===== src/rtl/alu_issue_stage.sv =====
// Execute-issue stage: forwards operands, detects load-use hazards and decodes the ALU select.
// Results are held in a single-entry valid/ready buffer that drives the ALU inputs.
module alu_issue_stage #(
    parameter int unsigned XLEN   = 32,
    parameter int unsigned REG_AW = 5
) (
    input  logic              clk,
    input  logic              rst_n,
    input  logic              in_valid,
    output logic              in_ready,
    input  logic [6:0]        in_opcode,
    input  logic [2:0]        in_funct3,
    input  logic              in_funct7b5,
    input  logic [REG_AW-1:0] in_rs1,
    input  logic [REG_AW-1:0] in_rs2,
    input  logic [REG_AW-1:0] in_rd,
    input  logic [XLEN-1:0]   in_rs1_val,
    input  logic [XLEN-1:0]   in_rs2_val,
    input  logic [XLEN-1:0]   in_imm,
    input  logic [XLEN-1:0]   in_pc,
    input  logic              exm_we,
    input  logic              exm_is_load,
    input  logic [REG_AW-1:0] exm_rd,
    input  logic [XLEN-1:0]   exm_data,
    input  logic              mwb_we,
    input  logic [REG_AW-1:0] mwb_rd,
    input  logic [XLEN-1:0]   mwb_data,
    output logic              out_valid,
    input  logic              out_ready,
    output logic [3:0]        ALU_Sel,
    output logic [XLEN-1:0]   tmpA,
    output logic [XLEN-1:0]   tmpB,
    output logic [REG_AW-1:0] out_rd,
    output logic              out_illegal,
    output logic              hazard_stall
);

    localparam logic [6:0] OpcOp     = 7'b0110011;
    localparam logic [6:0] OpcOpImm  = 7'b0010011;
    localparam logic [6:0] OpcLui    = 7'b0110111;
    localparam logic [6:0] OpcAuipc  = 7'b0010111;
    localparam logic [6:0] OpcLoad   = 7'b0000011;
    localparam logic [6:0] OpcStore  = 7'b0100011;
    localparam logic [6:0] OpcBranch = 7'b1100011;
    localparam logic [6:0] OpcJal    = 7'b1101111;
    localparam logic [6:0] OpcJalr   = 7'b1100111;

    localparam logic [3:0] AluAdd  = 4'b0000;
    localparam logic [3:0] AluSub  = 4'b0001;
    localparam logic [3:0] AluAnd  = 4'b0010;
    localparam logic [3:0] AluOr   = 4'b0011;
    localparam logic [3:0] AluXor  = 4'b0100;
    localparam logic [3:0] AluSll  = 4'b0101;
    localparam logic [3:0] AluSrl  = 4'b0110;
    localparam logic [3:0] AluSra  = 4'b0111;
    localparam logic [3:0] AluSlt  = 4'b1001;
    localparam logic [3:0] AluSltu = 4'b1010;
    localparam logic [3:0] AluNop  = 4'b1111;

    function automatic logic [3:0] f3_sel(input logic [2:0] f3, input logic alt);
        logic [3:0] sel;
        unique case (f3)
            3'b000:  sel = alt ? AluSub : AluAdd;
            3'b001:  sel = AluSll;
            3'b010:  sel = AluSlt;
            3'b011:  sel = AluSltu;
            3'b100:  sel = AluXor;
            3'b101:  sel = alt ? AluSra : AluSrl;
            3'b110:  sel = AluOr;
            default: sel = AluAnd;
        endcase
        return sel;
    endfunction

    // Loads in EX/MEM have no data yet; those cases are covered by the stall instead.
    function automatic logic [XLEN-1:0] fwd(
        input logic [REG_AW-1:0] rs,
        input logic [XLEN-1:0]   rf_val,
        input logic              e_we,
        input logic              e_load,
        input logic [REG_AW-1:0] e_rd,
        input logic [XLEN-1:0]   e_data,
        input logic              w_we,
        input logic [REG_AW-1:0] w_rd,
        input logic [XLEN-1:0]   w_data
    );
        logic [XLEN-1:0] val;
        if (rs == '0) begin
            val = '0;
        end else if (e_we && (e_rd == rs) && !e_load) begin
            val = e_data;
        end else if (w_we && (w_rd == rs)) begin
            val = w_data;
        end else begin
            val = rf_val;
        end
        return val;
    endfunction

    logic [XLEN-1:0] rs1_fwd, rs2_fwd;
    logic            uses_rs1, uses_rs2;
    logic            accept;

    logic [3:0]        sel_d, sel_q;
    logic [XLEN-1:0]   a_d, a_q, b_d, b_q;
    logic [REG_AW-1:0] rd_d, rd_q;
    logic              ill_d, ill_q;
    logic              valid_q;
    logic              is_shift;

    assign rs1_fwd = fwd(in_rs1, in_rs1_val, exm_we, exm_is_load, exm_rd, exm_data,
                         mwb_we, mwb_rd, mwb_data);
    assign rs2_fwd = fwd(in_rs2, in_rs2_val, exm_we, exm_is_load, exm_rd, exm_data,
                         mwb_we, mwb_rd, mwb_data);

    always_comb begin
        uses_rs1 = !((in_opcode == OpcLui) || (in_opcode == OpcAuipc) || (in_opcode == OpcJal));
        uses_rs2 = (in_opcode == OpcOp) || (in_opcode == OpcBranch) || (in_opcode == OpcStore);
        hazard_stall = in_valid && exm_we && exm_is_load && (exm_rd != '0) &&
                       ((uses_rs1 && (exm_rd == in_rs1)) || (uses_rs2 && (exm_rd == in_rs2)));
    end

    assign in_ready = (!valid_q || out_ready) && !hazard_stall;
    assign accept   = in_valid && in_ready;

    always_comb begin
        sel_d    = AluAdd;
        a_d      = '0;
        b_d      = '0;
        rd_d     = in_rd;
        ill_d    = 1'b0;
        is_shift = 1'b0;
        case (in_opcode)
            OpcOp: begin
                sel_d    = f3_sel(in_funct3, in_funct7b5);
                a_d      = rs1_fwd;
                b_d      = rs2_fwd;
                is_shift = (in_funct3[1:0] == 2'b01);
            end
            OpcOpImm: begin
                sel_d    = f3_sel(in_funct3, in_funct7b5 && (in_funct3 == 3'b101));
                a_d      = rs1_fwd;
                b_d      = in_imm;
                is_shift = (in_funct3[1:0] == 2'b01);
            end
            OpcLui: begin
                b_d = in_imm;
            end
            OpcAuipc: begin
                a_d = in_pc;
                b_d = in_imm;
            end
            OpcLoad: begin
                a_d = rs1_fwd;
                b_d = in_imm;
            end
            OpcStore: begin
                a_d  = rs1_fwd;
                b_d  = in_imm;
                rd_d = '0;
            end
            OpcBranch: begin
                a_d  = rs1_fwd;
                b_d  = rs2_fwd;
                rd_d = '0;
                case (in_funct3[2:1])
                    2'b00:   sel_d = AluSub;
                    2'b10:   sel_d = AluSlt;
                    2'b11:   sel_d = AluSltu;
                    default: ill_d = 1'b1;
                endcase
            end
            OpcJal, OpcJalr: begin
                a_d = in_pc;
                b_d = XLEN'(4);
            end
            default: ill_d = 1'b1;
        endcase
        // The ALU shifts by the whole operand, so trim the amount to 5 bits here.
        if (is_shift) begin
            b_d = {{(XLEN-5){1'b0}}, b_d[4:0]};
        end
        if (ill_d) begin
            sel_d = AluNop;
            a_d   = '0;
            b_d   = '0;
            rd_d  = '0;
        end
    end

    always_ff @(posedge clk or negedge rst_n) begin
        if (!rst_n) begin
            valid_q <= 1'b0;
            sel_q   <= 4'b0000;
            a_q     <= '0;
            b_q     <= '0;
            rd_q    <= '0;
            ill_q   <= 1'b0;
        end else if (accept) begin
            valid_q <= 1'b1;
            sel_q   <= sel_d;
            a_q     <= a_d;
            b_q     <= b_d;
            rd_q    <= rd_d;
            ill_q   <= ill_d;
        end else if (out_ready) begin
            valid_q <= 1'b0;
        end
    end

    assign out_valid   = valid_q;
    assign ALU_Sel     = sel_q;
    assign tmpA        = a_q;
    assign tmpB        = b_q;
    assign out_rd      = rd_q;
    assign out_illegal = ill_q;

endmodule


===== config.mk =====
export PLATFORM = sky130hd
export DESIGN_NAME = alu_issue_stage
export DESIGN_NICKNAME = d
export VERILOG_FILES = /design/src/rtl/alu_issue_stage.sv
export SDC_FILE = /design/constraint.sdc
export NUM_CORES = 1
export LEC_CHECK = 0
export BUFFER_PORTS_ARGS = -buffer_cell sky130_fd_sc_hd__buf_4
export CORE_MARGIN = 4
export CORE_UTILIZATION = 24
export DETAILED_ROUTE_END_ITERATION = 8
export PLACE_DENSITY = 0.47
export SLEW_MARGIN = 15
export SYNTH_ARGS = -nofsm -noshare
export SYNTH_HDL_FRONTEND = slang
export SYNTH_SLANG_ARGS = --single-unit

===== constraint.sdc =====
create_clock -name clk -period 4.5 [get_ports clk]
set_input_delay 0.225 -clock clk [delete_from_list [all_inputs] [get_ports clk]]
set_output_delay 0.225 -clock clk [all_outputs]
set_load 0.01 [all_outputs]

# After elaboration in Yosys (flattened, before gate mapping)

Cells that the tools add are included.

Register bits after elaboration: 75
Bits of input ports: 235
Output and inout port bits: 77
Word-level logic and storage cells: 95

Equality and inequality tests: 22
Multiplexer cells: 27
Reductions and logical operators: 40

Operators by type and width:

| cell                 | number |
|---|---|
| $mux W32             | 9 |
| $pmux W32 S3         | 1 |
| $pmux W32 S2         | 1 |
| $pmux W4 S7          | 2 |
| $pmux W4 S3          | 2 |
| $eq A7 B6 Y1 const B | 3 |
| $eq A7 B7 Y1 const B | 3 |
| $eq A5 B5 Y1         | 4 |
| $logic_and A1 B1 Y1  | 15 |
| $eq A7 B5 Y1 const B | 2 |
| $logic_not A5 Y1     | 2 |
| $mux W5              | 2 |
| $reduce_or A5 Y1     | 2 |
| $eq A3 B3 Y1 const B | 3 |
| $mux W1              | 8 |
| $reduce_or A2 Y1     | 4 |
| $reduce_or A8 Y1     | 1 |
| $eq A7 B2 Y1 const B | 1 |
| $eq A3 B2 Y1 const B | 2 |
| $logic_or A1 B1 Y1   | 6 |
| $reduce_or A3 Y1     | 2 |
| $reduce_bool A5 Y1   | 1 |
| $eq A2 B2 Y1 const B | 2 |
| $logic_not A1 Y1     | 4 |
| 7 further kinds      | 7 |

# Longest topological paths before layout

Gate-level depths: netlist of the first run.

Depth in word-level cells: 11
Mapped depth: 9
Gate-level depth less buffers: 6

# Worst setup path after synthesis of the first run

No wires, ideal clock.

Path kind: input to register
From: input exm_rd[1]
To: register b_q[12] (netlist: tmpB[12])
Setup time: 76 ps
Arrival: 1,825 ps
Required time: 4,424 ps
Path slack: 2,598 ps
Stages: 7
Path buffers: 1
Path through: or4_4 -> o21ai_4 -> a211oi_2 -> a211oi_4 -> o21ai_4 -> buf_6 -> o21ai_1

Longest elaborated chain between the ends: 8
Elaborated cells between the ends (all ways): 18
Classes of those cells: 2 x eq/ne; 5 x mux; 11 x reduce/logical

RTL lines:

| what                             | RTL line | text |
|---|---|---|
| start: declaration               | 23       | `input logic [REG_AW-1:0] exm_rd,` |
| $eq A5 B5 Y1                     | 90, 120  |  |
| $logic_and A1 B1 Y1 (2 in a row) | 90       | `end else if (e_we && (e_rd == rs) && !e_load) begin` |
| $mux W32                         | 90       |  |
| $mux W32                         | 88       | `if (rs == '0) begin` |
| $pmux W32 S3                     | 133      | `case (in_opcode)` |
| $mux W32                         | 180      | `if (is_shift) begin` |
| $mux W32                         | 183      | `if (ill_d) begin` |
| end signal: assignment           | 196      | `b_q <= '0;` |
| end signal: assignment           | 203      | `b_q <= b_d;` |
| end: declaration                 | 105      | `logic [XLEN-1:0] a_d, a_q, b_d, b_q;` |

Parallel ways exist; a longest one is shown, timed or not.
A chain may end at the register's enable or synchronous reset.

# Final worst setup path of the first run

From: input mwb_rd[4]
To: register a_q[30] (netlist: tmpA[30])

Longest elaborated chain between the ends: 7

RTL lines:

| what                   | RTL line | text |
|---|---|---|
| start: declaration     | 26       | `input logic [REG_AW-1:0] mwb_rd,` |
| $eq A5 B5 Y1           | 92       | `end else if (w_we && (w_rd == rs)) begin` |
| $logic_and A1 B1 Y1    | 92       |  |
| $mux W32               | 92       |  |
| $mux W32               | 90       |  |
| $mux W32               | 88       |  |
| $pmux W32 S2           | 133      |  |
| $mux W32               | 183      |  |
| end signal: assignment | 195      | `a_q <= '0;` |
| end signal: assignment | 202      | `a_q <= a_d;` |
| end: declaration       | 105      |  |

Every way passes these cells.

==> metrics, run 1 <==
worst hold path class=input pin to register; max_cap viols=0; Synth area leaders=dfrtp_1 (34%), nand2_1 (8.0%), o21ai_0 (7.7%); fmax=383.6 MHz; io pins=312; simple-gate area share of the yosys netlist=19.48%; initial antenna violation count=1; leakage power=3.669 nW; critical path capture point=tmpA[30]; Die H=159.0 µm; ys async rst share=100.0%; Syn Nets=916; Synth cell types=55; port bufs=311; Final period util=57.93%; clk root buf=clkbuf_16; core area=22090 µm²; mux share of post-synthesis cell area=0.3887%; Post-synth EDFFs=0; Final Setup Violations=0; Pins Over Slew Limit=0; unrepaired setup endpoints after global routing=false; most frequent cells in the layout=buf_4 (321), nand2_1 (115), o21ai_0 (84); first-pass GRT wire length=43000 µm; post-DR wirelength/cell=23.25 µm; vias after detailed routing=6467; CP endpoint kind=register; die span in x=159.0 µm; crit path kind=input pin to register; number of remaining DRC errors=0; Initial Utilization=24.77%; die area=25280 µm²; CTS H-tree depth=3; share of the synthesized area in the top cell type=34.29%; layout cells sized above 1=37.38%; Clock Path Buffers=2; Compound-Gate Fraction of Synth Area=36.83%; Setup crit start kind=input pin; post-detail-place hpwl=20270 µm; status=finished, final reports clean; Area growth, synth to finish=51.39%; vias in the first global route=6659; fin cells=1235; largest net degree at the start of global routing=65; Detailed Route WL=28720 µm; largest family of logic cells by synthesized area=compound AO/OA/AOI/OAI gates; Avg Cell Area, Syn=8.036 µm²; initial DRC count=367; critical path required time=4730 ps; Congestion Overflow GR=0; leading area contributor after synthesis=dfrtp_1; Slew HR=28.17%; Worst Setup SP=mwb_rd[4]; clk_lat worst skew=340 ps; Worst R2R Setup Slack=2140 ps; Worst-path clk slew=60 ps; Syn. warnings=0; Hold Crit Start=in_rd[4]; min Tclk post-route=2607 ps; adder-cell share of the synthesized area=0.1829%; TritonCTS Sinks=75; Cell Pwr Density=220.1 nW/µm²; cell count of the worst reg-to-reg path=6; Synth Register Bits=75; overall routing resource usage=21.79%; register area share after synthesis=34.29%; endpoints failing hold=0; reg2reg end=tmpB[11]; Layout fillers=2351; Antenna Nets Post-Route=0; Final nets=1185; Via density=5.236; prevailing post-synth register cell=dfrtp_1; Post-Syn Instances=681; Worst Path Max Fanout=33; Placer Congestion=0.8228; Least-Margin Pin Slew=1073 ps; total negative slack=0 ps; Peak supply drop=0.1020 mV; Rows=54; TritonCTS clock tree=built; dpl cells=1218; CTS Buf Count=9; CP Data Arrival Time=2840 ps; xor/xnor cell area share of the yosys netlist=3.361%; R2R Path Start=out_valid; most common cell after layout, fill and taps aside=buf_4; antenna cells=0; DR pass1 iterations=5; worst-case clock skew=4.241 ps; Syn Std Cell Area=5473 µm²
## registers in the layout, indices dropped and copies added (netlist names)
name / cells
tmpA: 32
tmpB: 32
out_rd: 5
ALU_Sel: 4
out_illegal: 1
out_valid: 1
## cells by family after synthesis
kind of cell / count (synthesis)
AOI/OAI and AO/OA: 288
xor gates and xnor gates: 21
adders and majority gates: 1
and+or+nand+nor: 224
buffers and inverters: 70
muxes: 2
DFF: 75
## cell usage after synthesis, drive strengths merged (2+ instances only)
master  count
o21a       27
a22oi      27
xnor2      18
a31oi       2
nor2b       4
clkbuf     48
a211o      30
o21ai     112
a21oi       7
or4         4
a211oi      4
or3         3
a32oi      30
nor2       12
or2         2
nor3       35
a21o        3
inv         6
xor2        3
nand2     116
nand3b      2
a22o        7
buf        15
dfrtp      75
o41ai       2
nand2b     34
o211ai     27
o211a       5
o31ai       2
nand3       7
## worst max-delay path: stages
cell      delay [ps]
buf_4            120
xnor2_1          180
nand2_2          500
or3_2           1000
a211oi_1         460
o31ai_1          120
a22o_1           200
## power by group
part	total [mW]	switching (mW)	internal, mW	leakage (nW)
Combinational	0.436	0.222	0.214	2.51
Clock	0.699	0.296	0.403	0.137
Sequential	0.688	0.00543	0.683	1.03
Total	1.82	0.523	1.30	3.67
## routing by layer
layer	routed length [µm]	up-vias	global-route usage (%)
li1	-	3066	-
met2	13240	287	34.76
met1	12480	3085	28.66
met4	529	2	6.351
met3	2439	27	6.523
met5	20	-	0
## metrics by stage
stage	area (µm²)	power (mW)	worst slack [ps]	utilization [%]	hold slack (ps)
finish	8285	1.824	1893	37.50	143.0
global route	8285	1.904	1709	37.50	141.5
CTS	8285	1.851	1862	37.50	123.2
detailed placement	8001	1.140	1488	36.22	239.4
global placement	8001	1.142	1474	36.22	238.1
floorplan	5473	0.8680	2598	-	-70.59
## worst min path at each step
stage	end	slack, ps	cells past startpoint
after floorplan	ALU_Sel[0]	-70	0
after global placement	ALU_Sel[2]	240	1
after detailed placement	ALU_Sel[2]	240	1
after CTS	out_rd[4]	120	3
after global routing	out_rd[4]	140	3
final	out_rd[4]	140	3
## cell type report
cell class	instances	area (µm²)	share of cell area, %
Clock buffer	14	264.0	3.186
Inverter	6	22.52	0.2718
Timing Repair Buffer	322	2420	29.21
Sequential cell	75	1877	22.65
Tap cell	280	350.3	4.228
Multi-Input combinational cell	536	3342	40.34
Clock inverter	2	10.01	0.1208
## repair_timing
item,in CTS,in global routing
setup endpoints to repair,0,0
resized for setup,0,0
setup buffers,0,0
endpoints found under the hold margin,36,0
hold buffers,1,0
Note: power is estimated with default switching activity, not from simulation.
==> run 2: changes to the inputs <==
ABC_AREA = 1   (was unset)
PLACE_DENSITY = 0.46   (was 0.47)
clock period = 2.4 ns   (was 4.5 ns; I/O delays follow)
==> run 2 against run 1 <==
  * Cell count up 33%
  * Clock skew is 5.5 ps higher
  * Clock-buffer cell count shrank 3
  * Register-to-register slack worse by 1500 ps
  * Worst hold slack got worse by 73 ps
  * Sequential power up 89%
  * Critical path type unchanged
  * Critical endpoint is now tmpB[31]
  * Largest power group unchanged
==> metrics, run 2 <==
status=finished, final reports clean; Switching Fraction=29.53% (+0.86 points); cell area after layout=9097 µm² (+9.8%); Combinational Power Share=24.3% (+0.4 points); CP endpoint kind=register; Post-Syn Instances=1024 (+50%); Antenna Nets Post-Route=0 (unchanged); Worst path most repeated cell=nand2_1; Fin Hold WS=69.94 ps (-73.06 ps); Congestion Overflow GR=0 (unchanged); prevailing post-synth register cell=dfrtp_1; post-detail-place hpwl=22540 µm (+11%); most common cell after layout, fill and taps aside=nand2_1; Clock Path Buffers=2 (unchanged); most frequent cells in the layout=nand2_1 (470), buf_4 (329), nand3_1 (174); Least-Margin Pin Slew=827.0 ps (-246.4 ps); initial antenna violation count=1 (unchanged); count leader, synth=nand2_1; min Tclk post-route=1738 ps; Synth cell types=33 (-40%); Detailed Route WL=30750 µm (+7.1%); Avg Cell Area, Syn=5.946 µm² (-26%); internal power=2.597 mW (+100%); post-DR wirelength/cell=18.74 µm (-19%); commonest cells in the netlist=nand2_1 (471), nand3_1 (177), dfrtp_1 (75), inv_1 (75), clkbuf_1 (41); register area share after synthesis=30.83% (-3.5 points); Final nets=1540 (+30%); max_cap viols=0 (unchanged); hold path depth=5 (+2); Layout fillers=2814 (+20%); Placer Congestion=0.8445 (+2.6%); pre-CTS WS=260.9 ps (-1227 ps); overall routing resource usage=21.63% (-0.16 points); Worst-path clk slew=60 ps (about the same); Via density=4.684 (-11%); cells along the critical path=buf_4 > nor2_1 > nand2_2 > inv_2 > o21ai_1 > nand2_1 > nor2_2 > nor2_8 > nand2_1 > nor2_4 > nand2_1 > nand2_1; CTS Buf Count=9 (unchanged); fin cells=1641 (+33%); number of remaining DRC errors=0 (unchanged); Slew HR=44.74% (+17 points); Post-synth EDFFs=0 (unchanged); reg2reg end=tmpB[31]; Die H=167.3 µm (+5.2%); Worst R2R Setup Slack=690 ps (-1450 ps); Final Power=3.686 mW (+100%); ys async rst share=100.0% (unchanged); Final Setup Violations=0 (unchanged); io pins=312 (unchanged); die area=27980 µm² (+11%); Synth Register Bits=75 (unchanged); endpoints failing hold=0 (unchanged); Pins Over Slew Limit=0 (unchanged); vias in the first global route=7939 (+19%); critical path required time=2680 ps (-2050 ps); Syn Std Cell Area=6088 µm² (+11%); share of the synthesized area in the top cell type=30.83% (-3.5 points); placed cell areas=8775 µm² (+9.7%); critical path's slowest cell=nor2_4; dpl cells=1623 (+33%); first-pass GRT wire length=47000 µm (+9.3%); port bufs=311 (unchanged); Syn Nets=1259 (+37%); clk_lat worst skew=340 ps (about the same); total negative slack=0 ps (unchanged); largest net degree at the start of global routing=85 (+31%); fmax=575.4 MHz; unrepaired setup endpoints after global routing=false; Final period util=72.42%; Synth area leaders=dfrtp_1 (31%), nand2_1 (29%), nand3_1 (15%); crit path kind=input pin to register; slowest stage delay, CP=660 ps (-340 ps); CTS H-tree depth=3 (unchanged); CP Data Arrival Time=2010 ps (-830 ps); R2R Path Start=out_valid; vias after detailed routing=7686 (+19%); Initial Utilization=24.32% (-0.45 points); Cell Pwr Density=405.1 nW/µm² (+84%); Setup crit start kind=input pin; leading area contributor after synthesis=dfrtp_1; Peak supply drop=0.2466 mV (+140%); cell count of the worst reg-to-reg path=7 (+1); TritonCTS Sinks=75 (unchanged); leakage power=5.339 nW (+46%); die span in x=167.3 µm (+5.2%); DR pass1 iterations=5 (unchanged); Worst Hold End=tmpB[4]; Syn. warnings=0 (unchanged); setup ws final=662.0 ps (-1231 ps); Worst Path Max Fanout=27 (-18%); Rows=58 (+7.4%); Area growth, synth to finish=49.42%; worst hold path class=input pin to register; register share of total power=35.3% (-2.4 points); Hold Crit Start=in_imm[4]; fin util=36.34% (-1.2 points); worst-case clock skew=9.704 ps (+5.463 ps); TritonCTS clock tree=built; clk root buf=clkbuf_16; Psw=1.089 mW (+110%); initial DRC count=493 (+34%); layout cells sized above 1=29.24% (-8.1 points); core area=25040 µm² (+13%); clock power share=40.3% (+2.0 points)
-- run 2: changes by cell type after synthesis, sizes merged, moves of 34 or more --
cell and delta:
nand4 +35, nand2b -34, o21ai -64, inv +79
nand3 +171, nand2 +360
-- run 2: power by group through the flow --
stage	Clock, mW	Combinational, mW	Sequential (mW)
2_1_floorplan	0	0.335	1.33
3_3_place_gp	0	0.906	1.33
3_5_place_dp	0	0.902	1.32
4_1_cts	1.53	0.905	1.30
5_1_grt	1.58	0.983	1.30
6_report	1.49	0.897	1.30
-- run 2: worst max-delay path, delay by kind of cell --
kind | cells | cell delay, ps
simple gates | 9 | 1540
compound gates | 1 | 120
buf+inv | 2 | 220
-- run 2: metal layers --
layer | global-route usage (%) | part of all wire (%) | vias to the layer above
li1 | - | - | 3813
met1 | 27.25 | 43 | 3522
met2 | 36.53 | 47 | 303
met3 | 5.241 | 7.4 | 48
met4 | 7.057 | 2.7 | 0
met5 | 0 | 0 | -
-- run 2: final cells by class --
cell class	count	area, µm²	area share (%)
Timing Repair Buffer	333	2540	27.92
Tap cell	330	412.9	4.539
Clock inverter	5	77.57	0.8527
Sequential cell	75	1877	20.63
Antenna cell	1	2.502	0.02751
Inverter	95	356.6	3.920
Multi-Input combinational cell	791	3598	39.55
Clock buffer	11	232.7	2.558
-- run 2: logic make-up (layout without fill, tap and decap cells) --
group | Yosys count | after routing | share of synthesized area, %
compound gates | 56 | 56 | 4.912
flops | 75 | 75 | 30.83
xor+xnor | 9 | 9 | 1.295
buf+inv | 158 | 444 | 11.30
simple gates | 726 | 726 | 51.66
other cells | 0 | 1 | 0
-- run 2: worst max-delay path by stage --
| stage | slack [ps] | cells past startpoint | to | from |
|---|---|---|---|---|
| 2_1_floorplan | 990 | 12 | tmpB[12] | in_opcode[4] |
| 3_3_place_gp | 320 | 12 | tmpB[19] | in_opcode[4] |
| 5_1_grt | 380 | 14 | tmpB[6] | in_opcode[1] |
| 4_1_cts | 630 | 12 | tmpB[31] | in_opcode[3] |
| 6_report | 660 | 12 | tmpB[31] | in_opcode[3] |
| 3_5_place_dp | 260 | 12 | tmpB[31] | in_opcode[4] |
-- run 2: timing repair --
action / 4_1_cts / 5_1_grt
gates resized for setup: 0 / 0
hold endpoints to repair: 37 / 0
buffers inserted: 0 / 0
hold buffers: 1 / 0
==> run 3: changes to the inputs <==
clock period = 1.6 ns   (was 2.4 ns; I/O delays follow)
==> run 3 against run 2 <==
  * Die area did not move
  * Combinational power rose by 63%
  * Clock-buffer cell count did not move
  * Clock power rose by 28%
  * Register-to-register slack got worse by 480 ps
  * Worst hold slack got worse by 51 ps
  * Wire length rose by 1.2%
  * Largest cell class unchanged
==> metrics, run 3 (synthesized netlist as in run 2, its figures left out) <==
Pins Over Slew Limit=0 (unchanged); Rows=58 (unchanged); die area=27980 µm² (unchanged); clk_lat worst skew=350 ps (about the same); pre-CTS WS=-209.1 ps (-470.0 ps); DR pass1 iterations=5 (unchanged); layout cells sized above 1=31.71% (+2.5 points); CTS Buf Count=9 (unchanged); max_cap viols=0 (unchanged); core area=25040 µm² (unchanged); Slew HR=74.25% (+30 points); leakage power=5.599 nW (+4.9%); Initial Utilization=24.32% (unchanged); Final Power=5.309 mW (+44%); post-detail-place hpwl=23980 µm (+6.4%); Final Setup Violations=0 (unchanged); crit path kind=input pin to primary output; post-DR wirelength/cell=18.46 µm (-1.5%); vias after detailed routing=7745 (+0.77%); most frequent cells in the layout=nand2_1 (470), buf_4 (363), nand3_1 (174); Antenna Nets Post-Route=0 (unchanged); first-pass GRT wire length=47130 µm (+0.27%); critical path required time=1520 ps (-1160 ps); antenna cells=0 (-1); largest net degree at the start of global routing=44 (-48%); Congestion Overflow GR=0 (unchanged); Setup Buffers After CTS=0 (unchanged); overall routing resource usage=21.77% (+0.14 points); status=finished, final reports clean; Area growth, synth to finish=57.23%; endpoints failing hold=0 (unchanged); initial antenna violation count=0 (-1); reg2reg end=ALU_Sel[1]; total negative slack=0 ps (unchanged); io pins=312 (unchanged); Cell Pwr Density=554.6 nW/µm² (+37%); Least-Margin Pin Slew=384.2 ps (-442.7 ps); Placer Congestion=0.8354 (-1.1%); Final nets=1588 (+3.1%); clk root buf=clkbuf_16; dpl cells=1671 (+3.0%); Peak supply drop=0.3951 mV (+60%); Fin Hold WS=18.90 ps (-51.03 ps); Worst-path clk slew=60 ps (about the same); setup ws final=202.8 ps (-459.2 ps); CP endpoint kind=primary output; initial DRC count=462 (-6.3%); Setup crit start kind=input pin; TritonCTS clock tree=built; port bufs=311 (unchanged); die span in x=167.3 µm (unchanged); critical path capture point=in_ready; Worst R2R Setup Slack=210 ps (-480 ps); Via density=4.594 (-1.9%); worst hold path class=input pin to register; Die H=167.3 µm (unchanged); CTS H-tree depth=3 (unchanged); TritonCTS Sinks=75 (unchanged); cell count of the worst reg-to-reg path=8 (+1); fin cells=1686 (+2.7%); Final period util=87.32%; vias in the first global route=8008 (+0.87%); CP Data Arrival Time=1320 ps (-690 ps); most common cell after layout, fill and taps aside=nand2_1; number of remaining DRC errors=0 (unchanged); min Tclk post-route=1397 ps; R2R Path Start=out_valid; Clock Path Buffers=2 (unchanged); Layout fillers=2794 (-0.71%); Worst Path Max Fanout=4 (-85%); Worst Setup SP=in_opcode[3]; fmax=715.7 MHz; Detailed Route WL=31130 µm (+1.2%); worst-case clock skew=5.229 ps (-4.475 ps); unrepaired setup endpoints after global routing=false
[run 3: layout make-up]
cell class                      count  area [µm²]  share of cell area (%)
Tap cell                          330       412.9                   4.313
Clock buffer                       11       232.7                   2.431
Timing Repair Buffer              381        3075                   32.13
Multi-Input combinational cell    791        3601                   37.62
Clock inverter                      3       17.52                  0.1830
Sequential cell                    75        1877                   19.61
Inverter                           95       356.6                   3.725
[run 3: layer usage]
metal  wire length [µm]  vias up  GRT usage [%]
met2              14280      292          36.16
met1              14080     3495          28.92
met4                697        0          6.104
met3               2065       41          4.320
li1                   -     3917              -
met5                  0        -              0
[run 3: timing repair]
item,4_1_cts,5_1_grt
setup endpoints to repair,0,2
endpoints found under the hold margin,75,0
gates resized for setup,0,1
hold buffers,1,0
[run 3: worst min-delay path by stage]
stage,startpoint,to,slack (ps),cells past startpoint
4_1_cts,in_rd[2],out_rd[2],7,3
3_3_place_gp,rst_n,tmpA[21],-60,1
2_1_floorplan,rst_n,ALU_Sel[0],-220,0
6_report,in_rd[2],out_rd[2],20,3
3_5_place_dp,rst_n,tmpA[21],-60,1
5_1_grt,in_pc[15],tmpA[15],40,5
[run 3: critical path: stages]
cell and delay (ps):
buf_4 120, nor2_1 120, nand2_2 100, nor2_1 170, inv_2 50, nand2_1 50, nand2_1 50, nand2_1 100
nand2_2 80, buf_4 140, inv_1 70, nor2_1 40, buf_4 140
[run 3: stage by stage]
stage          cell area [µm²]  util, %
2_1_floorplan             6088        -
3_3_place_gp              9310    37.19
3_5_place_dp              9310    37.19
4_1_cts                   9570    38.23
5_1_grt                   9573    38.24
6_report                  9573    38.24
[run 3: power by group]
part           switching [mW]  internal [mW]  leakage (nW)
Combinational           0.766          0.693          4.45
Sequential             0.0183           1.93          1.03
Clock                   0.873           1.03         0.121
Total                    1.66           3.65          5.60
